<file path="config.mk">
export PLATFORM = sky130hd
export DESIGN_NAME = pixel_fetch_flat
export DESIGN_NICKNAME = d
export VERILOG_FILES = /design/src/rtl/pixel_fetch_pkg.sv /design/src/rtl/pixel_fetch_if.sv /design/src/rtl/pixel_fetch_sync_fall_det.sv /design/src/rtl/pixel_fetch.sv /design/src/flat_wrapper.sv
export SDC_FILE = /design/constraint.sdc
export NUM_CORES = 1
export LEC_CHECK = 0
export CORE_ASPECT_RATIO = 1.1
export CORE_MARGIN = 5
export CORE_UTILIZATION = 49
export DETAILED_ROUTE_END_ITERATION = 10
export PLACE_DENSITY = 0.92
export SLEW_MARGIN = 20
export SYNTH_ARGS = -nofsm -noshare
export SYNTH_HDL_FRONTEND = slang
export SYNTH_HIERARCHICAL = 1
export SYNTH_SLANG_ARGS = --single-unit
</file>
<file path="constraint.sdc">
create_clock -name pixel_clk -period 2.4 [get_ports pixel_clk]
set_input_delay 0.24 -clock pixel_clk [delete_from_list [all_inputs] [get_ports pixel_clk]]
set_output_delay 0.24 -clock pixel_clk [all_outputs]
set_load 0.03 [all_outputs]
</file>
<file path="src/rtl/pixel_fetch_pkg.sv">
// Shared video types for the pixel fetch path.
// Build option: PIXEL_FETCH_UNDERRUN_MARK_EN paints starved pixels red instead of black.
package video_pkg;

  typedef logic [23:0] rgb_t;

  typedef enum logic [1:0] {
    WAIT_FILL  = 2'd0,
    WAIT_FRAME = 2'd1,
    STREAM     = 2'd2,
    DRAIN      = 2'd3
  } fetch_state_t;

  localparam rgb_t RGB_BLACK = 24'h000000;
  localparam rgb_t RGB_RED   = 24'hFF0000;

`ifdef PIXEL_FETCH_UNDERRUN_MARK_EN
  localparam logic UNDERRUN_MARK_EN = 1'b1;
`else
  localparam logic UNDERRUN_MARK_EN = 1'b0;
`endif

  localparam rgb_t UNDERRUN_COLOR = UNDERRUN_MARK_EN ? RGB_RED : RGB_BLACK;

endpackage

</file>
<file path="src/rtl/pixel_fetch_if.sv">
// FIFO read port, raw timing in and aligned video out, bundled for pixel_fetch.
// slave = the fetch block; master = FIFO/timing generator/display side.
interface pixel_fetch_if;
  import video_pkg::*;

  logic [31:0] fifo_rdata;
  logic        fifo_rempty;
  logic        fifo_walmost_full;
  logic        fifo_read;
  logic        t_hs;
  logic        t_vs;
  logic        t_active;
  logic        o_hs;
  logic        o_vs;
  logic        o_blank;
  rgb_t        o_rgb;
  logic        underrun;

  modport master (
    output fifo_rdata, fifo_rempty, fifo_walmost_full, t_hs, t_vs, t_active,
    input  fifo_read, o_hs, o_vs, o_blank, o_rgb, underrun
  );

  modport slave (
    input  fifo_rdata, fifo_rempty, fifo_walmost_full, t_hs, t_vs, t_active,
    output fifo_read, o_hs, o_vs, o_blank, o_rgb, underrun
  );

endinterface

</file>
<file path="src/rtl/pixel_fetch_sync_fall_det.sv">
// Falling-edge detector: previous level is registered (resets high), edge is
// reported combinationally in the same cycle the input goes low.
module sync_fall_det (
  input  logic i_clk,
  input  logic i_rst,
  input  logic i_d,
  output logic o_fall
);

  logic r_d;

  // previous-cycle level of the input
  always_ff @(posedge i_clk or posedge i_rst) begin
    if (i_rst) begin
      r_d <= 1'b1;
    end else begin
      r_d <= i_d;
    end
  end

  assign o_fall = r_d & ~i_d;

endmodule

</file>
<file path="src/rtl/pixel_fetch.sv">
// Pixel pump from show-ahead framebuffer FIFO to video out, frame-aligned, with underrun recovery.
// Build option: PIXEL_FETCH_UNDERRUN_MARK_EN (see video_pkg) selects the starved-pixel colour.
module pixel_fetch
  import video_pkg::*;
#(
  parameter int unsigned HDISP = 800,
  parameter int unsigned VDISP = 480,
  parameter int unsigned PIX_W = 24
) (
  input  logic         pixel_clk,
  input  logic         pixel_rst,
  pixel_fetch_if.slave bus
);

  localparam int unsigned      NPIX  = HDISP * VDISP;
  localparam int unsigned      CNT_W = $clog2(NPIX);
  localparam logic [CNT_W-1:0] LAST  = CNT_W'(NPIX - 1);
  localparam logic [CNT_W-1:0] ZERO  = {CNT_W{1'b0}};

  fetch_state_t     r_state;
  fetch_state_t     w_next_state;
  logic [CNT_W-1:0] r_cnt;
  logic [CNT_W-1:0] w_cnt_next;
  logic             r_underrun;
  logic             w_underrun_next;
  logic             r_hs;
  logic             r_vs;
  logic             r_blank;
  rgb_t             r_rgb;
  rgb_t             w_rgb_next;
  rgb_t             w_head;
  logic             w_fs;
  logic             w_pop;
  logic             w_starve;
  logic             w_short;
  logic             w_unused_hi;

  sync_fall_det u_vs_fall (
    .i_clk  (pixel_clk),
    .i_rst  (pixel_rst),
    .i_d    (bus.t_vs),
    .o_fall (w_fs)
  );

  assign w_head      = rgb_t'(bus.fifo_rdata[PIX_W-1:0]);
  assign w_unused_hi = ^bus.fifo_rdata;

  // state register
  always_ff @(posedge pixel_clk or posedge pixel_rst) begin
    if (pixel_rst) begin
      r_state <= WAIT_FILL;
    end else begin
      r_state <= w_next_state;
    end
  end

  // next state, pop strobe and next-cycle pixel/counter values
  always_comb begin
    w_next_state    = r_state;
    w_cnt_next      = r_cnt;
    w_rgb_next      = RGB_BLACK;
    w_underrun_next = r_underrun;
    w_pop           = 1'b0;
    w_starve        = 1'b0;
    w_short         = 1'b0;
    case (r_state)
      WAIT_FILL: begin
        if (bus.fifo_walmost_full) begin
          w_next_state = WAIT_FRAME;
        end else begin
          w_next_state = WAIT_FILL;
        end
      end
      WAIT_FRAME: begin
        if (w_fs) begin
          w_next_state = STREAM;
        end else begin
          w_next_state = WAIT_FRAME;
        end
      end
      STREAM: begin
        w_pop    = bus.t_active & ~bus.fifo_rempty;
        w_starve = bus.t_active & bus.fifo_rempty;
        // a frame start before the counter wrapped means the timing source cut the frame short
        w_short  = w_fs & (r_cnt != ZERO);
        if (w_pop) begin
          w_rgb_next = w_head;
          w_cnt_next = (r_cnt == LAST) ? ZERO : r_cnt + 1'b1;
        end else if (w_starve) begin
          w_rgb_next = UNDERRUN_COLOR;
        end else begin
          w_rgb_next = RGB_BLACK;
        end
        if (w_starve | w_short) begin
          w_next_state    = DRAIN;
          w_underrun_next = 1'b1;
        end else begin
          w_next_state    = STREAM;
        end
      end
      DRAIN: begin
        // keep counting the writer's words so the next frame starts on its first word
        w_pop      = ~bus.fifo_rempty;
        w_rgb_next = bus.t_active ? UNDERRUN_COLOR : RGB_BLACK;
        if (w_pop && (r_cnt == LAST)) begin
          w_cnt_next   = ZERO;
          w_next_state = WAIT_FRAME;
        end else if (w_pop) begin
          w_cnt_next   = r_cnt + 1'b1;
        end else begin
          w_cnt_next   = r_cnt;
        end
      end
      default: begin
        w_next_state = WAIT_FILL;
      end
    endcase
  end

  // pop counter, sticky flag and the one-cycle-delayed video outputs
  always_ff @(posedge pixel_clk or posedge pixel_rst) begin
    if (pixel_rst) begin
      r_cnt      <= ZERO;
      r_underrun <= 1'b0;
      r_hs       <= 1'b1;
      r_vs       <= 1'b1;
      r_blank    <= 1'b0;
      r_rgb      <= RGB_BLACK;
    end else begin
      r_cnt      <= w_cnt_next;
      r_underrun <= w_underrun_next;
      r_hs       <= bus.t_hs;
      r_vs       <= bus.t_vs;
      r_blank    <= bus.t_active;
      r_rgb      <= w_rgb_next;
    end
  end

  assign bus.fifo_read = w_pop;
  assign bus.o_hs      = r_hs;
  assign bus.o_vs      = r_vs;
  assign bus.o_blank   = r_blank;
  assign bus.o_rgb     = r_rgb;
  assign bus.underrun  = r_underrun;

endmodule
</file>
<file path="src/flat_wrapper.sv">
// flat-port wrapper written by rule: the top's interface ports become plain ports
module pixel_fetch_flat import video_pkg::*;
#(
  parameter int unsigned HDISP = 800,
  parameter int unsigned VDISP = 480,
  parameter int unsigned PIX_W = 24
)
  (pixel_clk, pixel_rst, bus_fifo_rdata, bus_fifo_rempty, bus_fifo_walmost_full, bus_t_hs, bus_t_vs, bus_t_active, bus_fifo_read, bus_o_hs, bus_o_vs, bus_o_blank, bus_o_rgb, bus_underrun);
  pixel_fetch_if bus_i ();
  input  logic pixel_clk;
  input  logic pixel_rst;
  input wire logic [$bits(bus_i.fifo_rdata)-1:0] bus_fifo_rdata;
  input wire logic [$bits(bus_i.fifo_rempty)-1:0] bus_fifo_rempty;
  input wire logic [$bits(bus_i.fifo_walmost_full)-1:0] bus_fifo_walmost_full;
  input wire logic [$bits(bus_i.t_hs)-1:0] bus_t_hs;
  input wire logic [$bits(bus_i.t_vs)-1:0] bus_t_vs;
  input wire logic [$bits(bus_i.t_active)-1:0] bus_t_active;
  output wire logic [$bits(bus_i.fifo_read)-1:0] bus_fifo_read;
  output wire logic [$bits(bus_i.o_hs)-1:0] bus_o_hs;
  output wire logic [$bits(bus_i.o_vs)-1:0] bus_o_vs;
  output wire logic [$bits(bus_i.o_blank)-1:0] bus_o_blank;
  output wire logic [$bits(bus_i.o_rgb)-1:0] bus_o_rgb;
  output wire logic [$bits(bus_i.underrun)-1:0] bus_underrun;
  assign bus_i.fifo_rdata = bus_fifo_rdata;
  assign bus_i.fifo_rempty = bus_fifo_rempty;
  assign bus_i.fifo_walmost_full = bus_fifo_walmost_full;
  assign bus_i.t_hs = bus_t_hs;
  assign bus_i.t_vs = bus_t_vs;
  assign bus_i.t_active = bus_t_active;
  assign bus_fifo_read = bus_i.fifo_read;
  assign bus_o_hs = bus_i.o_hs;
  assign bus_o_vs = bus_i.o_vs;
  assign bus_o_blank = bus_i.o_blank;
  assign bus_o_rgb = bus_i.o_rgb;
  assign bus_underrun = bus_i.underrun;
  pixel_fetch #(.HDISP(HDISP), .VDISP(VDISP), .PIX_W(PIX_W)) u_core (.pixel_clk(pixel_clk), .pixel_rst(pixel_rst), .bus(bus_i));
endmodule
</file>
==> summary.txt, run 1 <==
Hold Crit Class - in -> async
Synth Flop Type - dfrtp_1
worst clock skew - 0.00926 ns
CP Cell Sequence - nand2b_4 > or2_4 > inv_1 > clkdlybuf4s50_1
area grow syn2layout - 37.9%
Iteration-0 DRC Markers - 89
FP Rows - 25
peak supply drop - 0.409 mV
Vias/cell - 5.32
Final Critical Period - 2.20 ns
post-synthesis cell count - 193
YS warnings - 6
Antenna Cells - 0
RSZ-0062 raised after global routing - false
Die H - 79.3 µm
CTS Buf Count - 5
Slew headroom - 0.665
PwrDens - 738 nW/µm²
layout cells sized above 1 - 0.0920
Die X - 73.0 µm
Worst EP arrival - 1.96 ns
# DRC - 0
Die ar. - 5780 µm²
largest fanout on the critical path - 8
Nets - 302
mean area per synthesized cell - 11.1 µm²
Startpoint Class - register
maxcap violations - 0
pin count of the biggest net entering global routing - 33
highest clock rate - 0.454 GHz
Fill cells - 335
port bufs - 59
Post-synth ARST share - 1.00
# setup viols final - 0
CTS sink cnt - 50
Seq/Total Area, Yosys - 0.587
worst reg2reg path depth - 5
root buffer cell - clkbuf_8
status - complete, no violations
# H-tree levels - 2
fin. max-slew vios - 0
leak pwr - 0.00129 µW
GR Util All Layers - 0.184
Crit path max-delay family - buffers and inverters
Post-synth EDFFs - 0
Pre-antenna DRT Iters - 4
FF+latch count, synth - 50
cts repair resizes - 0
syn_nets - 234
cell count after placement - 308
initial core utilization - 0.502
final core occ - 0.693
clock latency at the later pin of the worst-skew pair - 0.30 ns
worst path bufs/invs - 2
most frequent cells in the layout - clkdlybuf4s50_1, dfrtp_1, and2_1, nand2_1
Worst EP required - 2.16 ns
worst slew pin tran - 0.496 ns
Tcrit/Tclk final - 0.918
Crit. path cell count - 4
gr ovfl total - 0
Via Count - 1677
post-detailed-route count of antenna-violating nets - 0
crit path kind - reg -> out
first-pass GRT wire length - 8190 µm
Netlist Area Pre-Place - 2140 µm²
Worst Setup End Kind - output port
routed wire length - 4770 µm
total core area - 4250 µm²
Final TNS setup - 0 ns
CTS clk-pin slew, worst paths - 0.09 ns
vias in the first global route - 1813
WL/cell - 15.1 µm
Clock Path Buffers - 2
initial antenna violation count - 0
Netlist cell types - 40
peak per-stage delay on the critical path - 0.68 ns
fin cells - 315
hold-fix buffer count after cts - 0
CP max stage cell - clkdlybuf4s50_1
TritonCTS clock tree - done
Placer Congestion - 0.874
most common cell after layout, fill and taps aside - clkdlybuf4s50_1
IO Pins - 68
setup bufs post-CTS - 0
Final Hold Vio Count - 0
Post-DP HPWL - 3680 µm
path summary, 6_finish.rpt:
kind,from,end,slack [ns]
setup / recovery,register,bus_fifo_read,0.20
hold / removal,pixel_rst,u_core/bus.o_blank$_DFF_PP0_,0.27
setup reg to reg,u_core/r_cnt[0]$_DFFE_PP0P_,u_core/r_cnt[18]$_DFFE_PP0P_,0.34
hold reg to reg,u_core/bus.underrun$_DFFE_PP0P_,u_core/bus.underrun$_DFFE_PP0P_,0.50
max in group asynchronous,pixel_rst,u_core/bus.o_hs$_DFF_PP1_,1.57
min in group pixel_clk,bus_t_hs,u_core/bus.o_hs$_DFF_PP1_,0.35
cell type report:
| class | count | area, µm² | area share |
|---|---|---|---|
| flip-flops and latches | 50 | 1250 | 0.426 |
| well taps | 54 | 67.6 | 0.0229 |
| clock buffers | 6 | 82.6 | 0.0280 |
| multi-input cells | 130 | 830 | 0.282 |
| inverters | 9 | 33.8 | 0.0115 |
| clock inverters | 1 | 30.0 | 0.0102 |
| repair buffers | 65 | 648 | 0.220 |
worst reg2reg max path, cell delays in order, from the launching register on:
cell and delay, ns:
dfrtp_1 0.44, ha_1 0.22, and4_1 0.21, nand3_1 0.36, or4_1 0.60, a21oi_1 0.16
cell families after synthesis:
| kind of cell | share of synthesized area |
|---|---|
| simple gates | 0.272 |
| flops | 0.587 |
| compound gates | 0.0656 |
| buf+inv | 0.0269 |
| xor+xnor | 0.0369 |
| fa+ha+maj | 0.0117 |
metrics by stage:
step / area [µm²] / total power (µW) / setup slack [ns] / hold slack, ns
detailed placement: 2830 / 1600 / 0.257 / 0.488
global placement: 2830 / 1570 / 0.270 / 0.464
global route: 2950 / 2290 / 0.0964 / 0.282
CTS: 2950 / 2200 / 0.183 / 0.276
finish: 2950 / 2170 / 0.196 / 0.271
floorplan: 2140 / 1370 / 0.770 / 0.130
routing by layer:
layer / up-vias / track usage / share of wire
met3: 7 / 0.0772 / 0.095
met1: 809 / 0.184 / 0.35
met4: 0 / 0.0683 / 0.012
li1: 811 / - / -
met5: - / 0 / 0
met2: 50 / 0.333 / 0.54
cell usage after synthesis (2+ instances only):
library cell / number / area, µm²
nand4_1: 7 / 43.8
or3_1: 2 / 12.5
and3_1: 2 / 12.5
nor3_1: 7 / 35.0
o21ai_0: 6 / 30.0
or4_1: 5 / 37.5
o31ai_1: 5 / 37.5
dfstp_2: 3 / 78.8
nor4_1: 4 / 25.0
xor2_1: 3 / 26.3
inv_1: 9 / 33.8
nand2_1: 13 / 48.8
nand3_1: 8 / 40.0
ha_1: 2 / 25.0
dfrtp_1: 47 / 1180
xnor2_1: 6 / 52.6
a21oi_1: 7 / 35.0
nor2_1: 8 / 30.0
and4_1: 3 / 26.3
clkbuf_1: 2 / 7.51
and2_1: 25 / 156
state kept, by name, summed over array words and instances, names as in the netlist, named ones only:
| signal | flops |
|---|---|
| u_core/bus.o_rgb | 24 |
| u_core/r_cnt | 19 |
| u_core/bus.o_blank | 1 |
| u_core/bus.o_hs | 1 |
| u_core/bus.o_vs | 1 |
| u_core/bus.underrun | 1 |
| u_core/r_state | 1 |
| u_core/u_vs_fall/r_d | 1 |
report_power, final:
| part | internal, µW | total (µW) | switching (µW) |
|---|---|---|---|
| Sequential | 937 | 1060 | 120 |
| Clock | 333 | 592 | 258 |
| Combinational | 244 | 526 | 282 |
| Total | 1520 | 2170 | 660 |
Power figures use the tool's default switching activity.
==> inputs of run 2 (changes only) <==
CORE_UTILIZATION = 60   (was 49)
DONT_BUFFER_PORTS = 1   (was unset)
PLACE_DENSITY = 0.84   (was 0.92)
==> run 2 against run 1 <==
  * Die area fell by 16%
  * Combinational power is 31% lower
  * Register-to-register slack is essentially flat
  * Core utilization rose by 6.0 points
  * Maximum frequency is 6.3% higher
  * Cell count down 12%
  * Non-clock buffer count shrank 32
  * Setup slack improved by 0.13 ns
  * Critical path depth increased by 2
  * Worst hold slack lost 0.25 ns
  * Clock skew increased by 0.020 ns
==> summary.txt, run 2 (same netlist as run 1, synthesis figures left out) <==
Vias/cell - 5.80
Startpoint Class - register
leak pwr - 0.00116 µW
Tcrit/Tclk final - 0.864
Die ar. - 4860 µm²
most common cell after layout, fill and taps aside - dfrtp_1
Final TNS setup - 0 ns
Placer Congestion - 0.904
Sw Ratio - 0.355
Setup WS pre-CTS - 0.366 ns
Iteration-0 DRC Markers - 109
worst clock skew - 0.0291 ns
Tot Pwr - 1880 µW
Clock power frac - 0.207
routed wire length - 4930 µm
TritonCTS clock tree - done
crit path kind - reg -> reg
worst slew pin tran - 0.628 ns
Die X - 66.9 µm
Worst EP required - 2.71 ns
RSZ-0062 raised after global routing - false
Net Switching - 667 µW
WL/cell - 17.7 µm
Slew headroom - 0.581
highest clock rate - 0.482 GHz
Die H - 72.6 µm
# DRC - 0
pin count of the biggest net entering global routing - 31
PwrDens - 737 nW/µm²
Final Critical Period - 2.07 ns
Worst Setup End Kind - register
area grow syn2layout - 19.3%
Hold Crit Class - in -> reg
CTS Buf Count - 5
Via Count - 1612
peak supply drop - 0.723 mV
vias in the first global route - 1751
largest fanout on the critical path - 8
GR Util All Layers - 0.231
initial core utilization - 0.631
final core occ - 0.753
slack of the critical path - 0.326 ns
# H-tree levels - 2
Final Hold Vio Count - 0
Clock Path Buffers - 2
# setup viols final - 0
R2R setup slack - 0.33 ns
Worst EP arrival - 2.39 ns
gr ovfl total - 0
Post-DP HPWL - 3090 µm
Pre-antenna DRT Iters - 4
root buffer cell - clkbuf_4
power share of the sequential group - 0.599
Int Pwr - 1210 µW
power share of the combinational group - 0.194
clock latency at the later pin of the worst-skew pair - 0.38 ns
Antenna Cells - 0
layout cells sized above 1 - 0.0957
post-detailed-route count of antenna-violating nets - 0
maxcap violations - 0
FP Rows - 22
IO Pins - 68
status - complete, no violations
port bufs - 0
most frequent cells in the layout - dfrtp_1, dlygate4sd3_1, and2_1, nand2_1
CTS sink cnt - 50
fin. max-slew vios - 0
CTS clk-pin slew, worst paths - 0.16 ns
first-pass GRT wire length - 8320 µm
total core area - 3390 µm²
Nets - 270
initial antenna violation count - 0
max reg flops - 24
run 2: cell types whose count changed in the layout (fill, tap and decap cells not counted), moves of 2 or more:
cell and delta:
clkdlybuf4s50_1 -59, dlygate4sd3_1 +29, clkbuf_4 +5, clkbuf_8 -6, clkinv_2 +2
run 2: per-stage QoR:
step           hold WS, ns  area, µm²  cells
3_5_place_dp         0.140       2200    241
2_1_floorplan        0.130       2140    193
6_report            0.0254       2550    278
3_3_place_gp         0.130       2200    241
5_1_grt            0.00633       2550    278
4_1_cts             0.0227       2550    278
run 2: power by group through the flow:
stage / Sequential, µW / Clock, µW / Combinational, µW
after global routing: 1140 / 428 / 402
after floorplan: 1110 / 0 / 262
after CTS: 1120 / 386 / 359
after detailed placement: 1140 / 0 / 319
after global placement: 1130 / 0 / 293
final: 1130 / 389 / 364
run 2: worst paths after layout:
check,start,to,cells past startpoint
hold / removal,bus_t_active,u_core/bus.underrun$_DFFE_PP0P_,2
hold reg to reg,u_core/r_cnt[17]$_DFFE_PP0P_,u_core/r_cnt[17]$_DFFE_PP0P_,1
setup reg to reg,u_core/r_cnt[0]$_DFFE_PP0P_,u_core/r_cnt[18]$_DFFE_PP0P_,6
setup / recovery,u_core/r_cnt[0]$_DFFE_PP0P_,u_core/r_cnt[18]$_DFFE_PP0P_,6
max in group asynchronous,pixel_rst,u_core/bus.o_rgb[13]$_DFF_PP0_,3
min in group asynchronous,pixel_rst,u_core/u_vs_fall/r_d$_DFF_PP1_,2
run 2: what timing repair did:
item	in CTS	in global routing
setup buffers	0	0
hold buffers	29	0
hold endpoints to repair	57	0
resized for setup	0	0
run 2: final cells by class:
class | instances | area [µm²]
sequential | 50 | 1250
fill | 207 | 836
multi-input combinational | 130 | 825
timing repair buffer | 33 | 320
tap | 48 | 60.1
clock buffer | 5 | 37.5
inverter | 9 | 33.8
clock inverter | 3 | 18.8
run 2: metal layers:
| layer | track usage | vias to the layer above | part of all wire |
|---|---|---|---|
| li1 | - | 746 | - |
| met1 | 0.252 | 766 | 0.36 |
| met2 | 0.392 | 79 | 0.51 |
| met3 | 0.0847 | 21 | 0.083 |
| met4 | 0.119 | 0 | 0.044 |
| met5 | 0 | - | 0 |
run 2: critical path, stage by stage, from the launching register on:
cell	delay, ns
dfrtp_1	0.47
ha_1	0.23
and4_1	0.20
nand3_1	0.24
buf_4	0.25
or4_1	0.46
a21oi_1	0.16
==> inputs of run 3 (changes only) <==
GPL_TIMING_DRIVEN = 0   (was unset)
==> run 3 against run 2 <==
  * Sequential share of layout area is 0.64 points lower
  * Setup slack worse by 0.011 ns
  * Cell count stayed put
  * Maximum frequency is 0.53% lower
  * Via count is 5.2% higher
  * Non-clock buffer count stayed put
  * Clock power is 28% higher
  * Core utilization is 1.0 points higher
  * Worst hold slack better by 0.011 ns
  * Routed wire length is 1.7% higher
  * Clock-buffer cell count stayed put
  * Clock skew is 0.015 ns lower
==> summary.txt, run 3 (same netlist as run 1, synthesis figures left out) <==
status - complete, no violations
FF/Latch Area - 1250 µm²
total core area - 3390 µm²
Iteration-0 DRC Markers - 230
port bufs - 0
worst reg2reg path depth - 6
Via Count - 1696
maxcap violations - 0
Pre-antenna DRT Iters - 5
Die ar. - 4860 µm²
Tcrit/Tclk final - 0.869
Post-DP HPWL - 3190 µm
leak pwr - 0.00116 µW
Worst Setup End Kind - register
Vias/cell - 6.10
Nets - 270
Hold Crit Class - in -> reg
gr ovfl total - 0
WL/cell - 18.0 µm
CTS clk-pin slew, worst paths - 0.15 ns
TritonCTS clock tree - done
peak per-stage delay on the critical path - 0.52 ns
initial core utilization - 0.631
worst clock skew - 0.0139 ns
footprint of the multi-input gates - 825 µm²
Slew headroom - 0.593
peak supply drop - 0.546 mV
Fill cells - 206
crit path kind - reg -> reg
Setup WS pre-CTS - 0.365 ns
M1 GR Usage - 0.248
GR Util All Layers - 0.223
worst path bufs/invs - 1
CP max stage cell - nor3_2
Startpoint Class - register
worst hold stages - 1
Die X - 66.9 µm
initial antenna violation count - 0
most frequent cells in the layout - dfrtp_1, dlygate4sd3_1, and2_1, nand2_1
Final Critical Period - 2.09 ns
fin cells - 278
area grow syn2layout - 20.9%
largest fanout on the critical path - 10
highest clock rate - 0.480 GHz
Final Hold Vio Count - 0
# H-tree levels - 2
pin count of the biggest net entering global routing - 37
vias in the first global route - 1654
most common cell after layout, fill and taps aside - dfrtp_1
FP Rows - 22
Worst EP arrival - 2.31 ns
Antenna Cells - 0
Clock Path Buffers - 2
Worst EP required - 2.63 ns
IO Pins - 68
post-detailed-route count of antenna-violating nets - 0
CTS sink cnt - 50
Crit. path cell count - 6
PwrDens - 773 nW/µm²
clock latency at the later pin of the worst-skew pair - 0.36 ns
Placer Congestion - 0.908
Crit path max-delay family - simple AND/OR/NAND/NOR gates
routed wire length - 5010 µm
cell count after placement - 242
met3 usage - 0.0909
Die H - 72.6 µm
RSZ-0062 raised after global routing - false
CP Cell Sequence - ha_1 > and4_1 > nand3_1 > buf_2 > nor3_2 > nor2_1
# setup viols final - 0
root buffer cell - clkbuf_4
worst slew pin tran - 0.607 ns
first-pass GRT wire length - 8050 µm
max reg flops - 24
Top Usage Layer GRT - met2
CTS Buf Count - 5
GR Layer Usage met2 - 0.384
# DRC - 0
layout cells sized above 1 - 0.0913
fin. max-slew vios - 0
slack of the critical path - 0.315 ns
cts repair resizes - 0
Final TNS setup - 0 ns
run 3: routing by layer:
layer  wire length [µm]  up-vias
met3                478       14
met5                  0        -
li1                   -      751
met2               2650      101
met4                 86        0
met1               1800      830
run 3: cell type report:
cell class,instances,area share
timing repair buffer,29,0.116
multi-input combinational,130,0.319
tap,48,0.0232
inverter,9,0.0131
sequential,50,0.486
buffer,4,0.00920
clock inverter,3,0.0189
clock buffer,5,0.0145
run 3: final timing paths:
kind,startpoint,end,slack (ns)
max reg2reg,u_core/r_cnt[0]$_DFFE_PP0P_,u_core/r_cnt[7]$_DFFE_PP0P_,0.31
min,bus_fifo_rdata[5],u_core/bus.o_rgb[5]$_DFF_PP0_,0.04
min in group asynchronous,pixel_rst,u_core/r_cnt[10]$_DFFE_PP0P_,0.29
max,u_core/r_cnt[0]$_DFFE_PP0P_,u_core/r_cnt[7]$_DFFE_PP0P_,0.31
max in group asynchronous,pixel_rst,u_core/bus.o_rgb[19]$_DFF_PP0_,1.63
min reg2reg,u_core/r_cnt[17]$_DFFE_PP0P_,u_core/r_cnt[17]$_DFFE_PP0P_,0.52
run 3: repair_timing:
| action | in CTS | in global routing |
|---|---|---|
| hold buffers | 23 | 5 |
| setup buffers | 0 | 0 |
| endpoints found under the hold margin | 61 | 5 |
run 3: power by group:
| group | switching (µW) | internal, µW | total [µW] | leakage, µW |
|---|---|---|---|---|
| Clock | 270 | 226 | 496 | 0.0000433 |
| Sequential | 188 | 938 | 1130 | 0.000663 |
| Combinational | 208 | 168 | 376 | 0.000452 |
run 3: per-stage QoR:
step / instance area, µm² / utilization / total power (µW) / hold slack [ns]
4_1_cts: 2530 / 0.748 / 1990 / 0.000245
5_1_grt: 2580 / 0.763 / 2100 / 0.000181
2_1_floorplan: 2140 / - / 1370 / 0.130
3_3_place_gp: 2200 / 0.649 / 1430 / 0.132
6_report: 2580 / 0.763 / 2000 / 0.0368
3_5_place_dp: 2220 / 0.655 / 1460 / 0.0932
run 3: worst reg2reg max path, delay by kind of cell (launching register included):
family,cells,cell delay [ns]
and+or+nand+nor,4,1.01
DFF,1,0.45
buffers and inverters,1,0.25
adders and majority gates,1,0.24
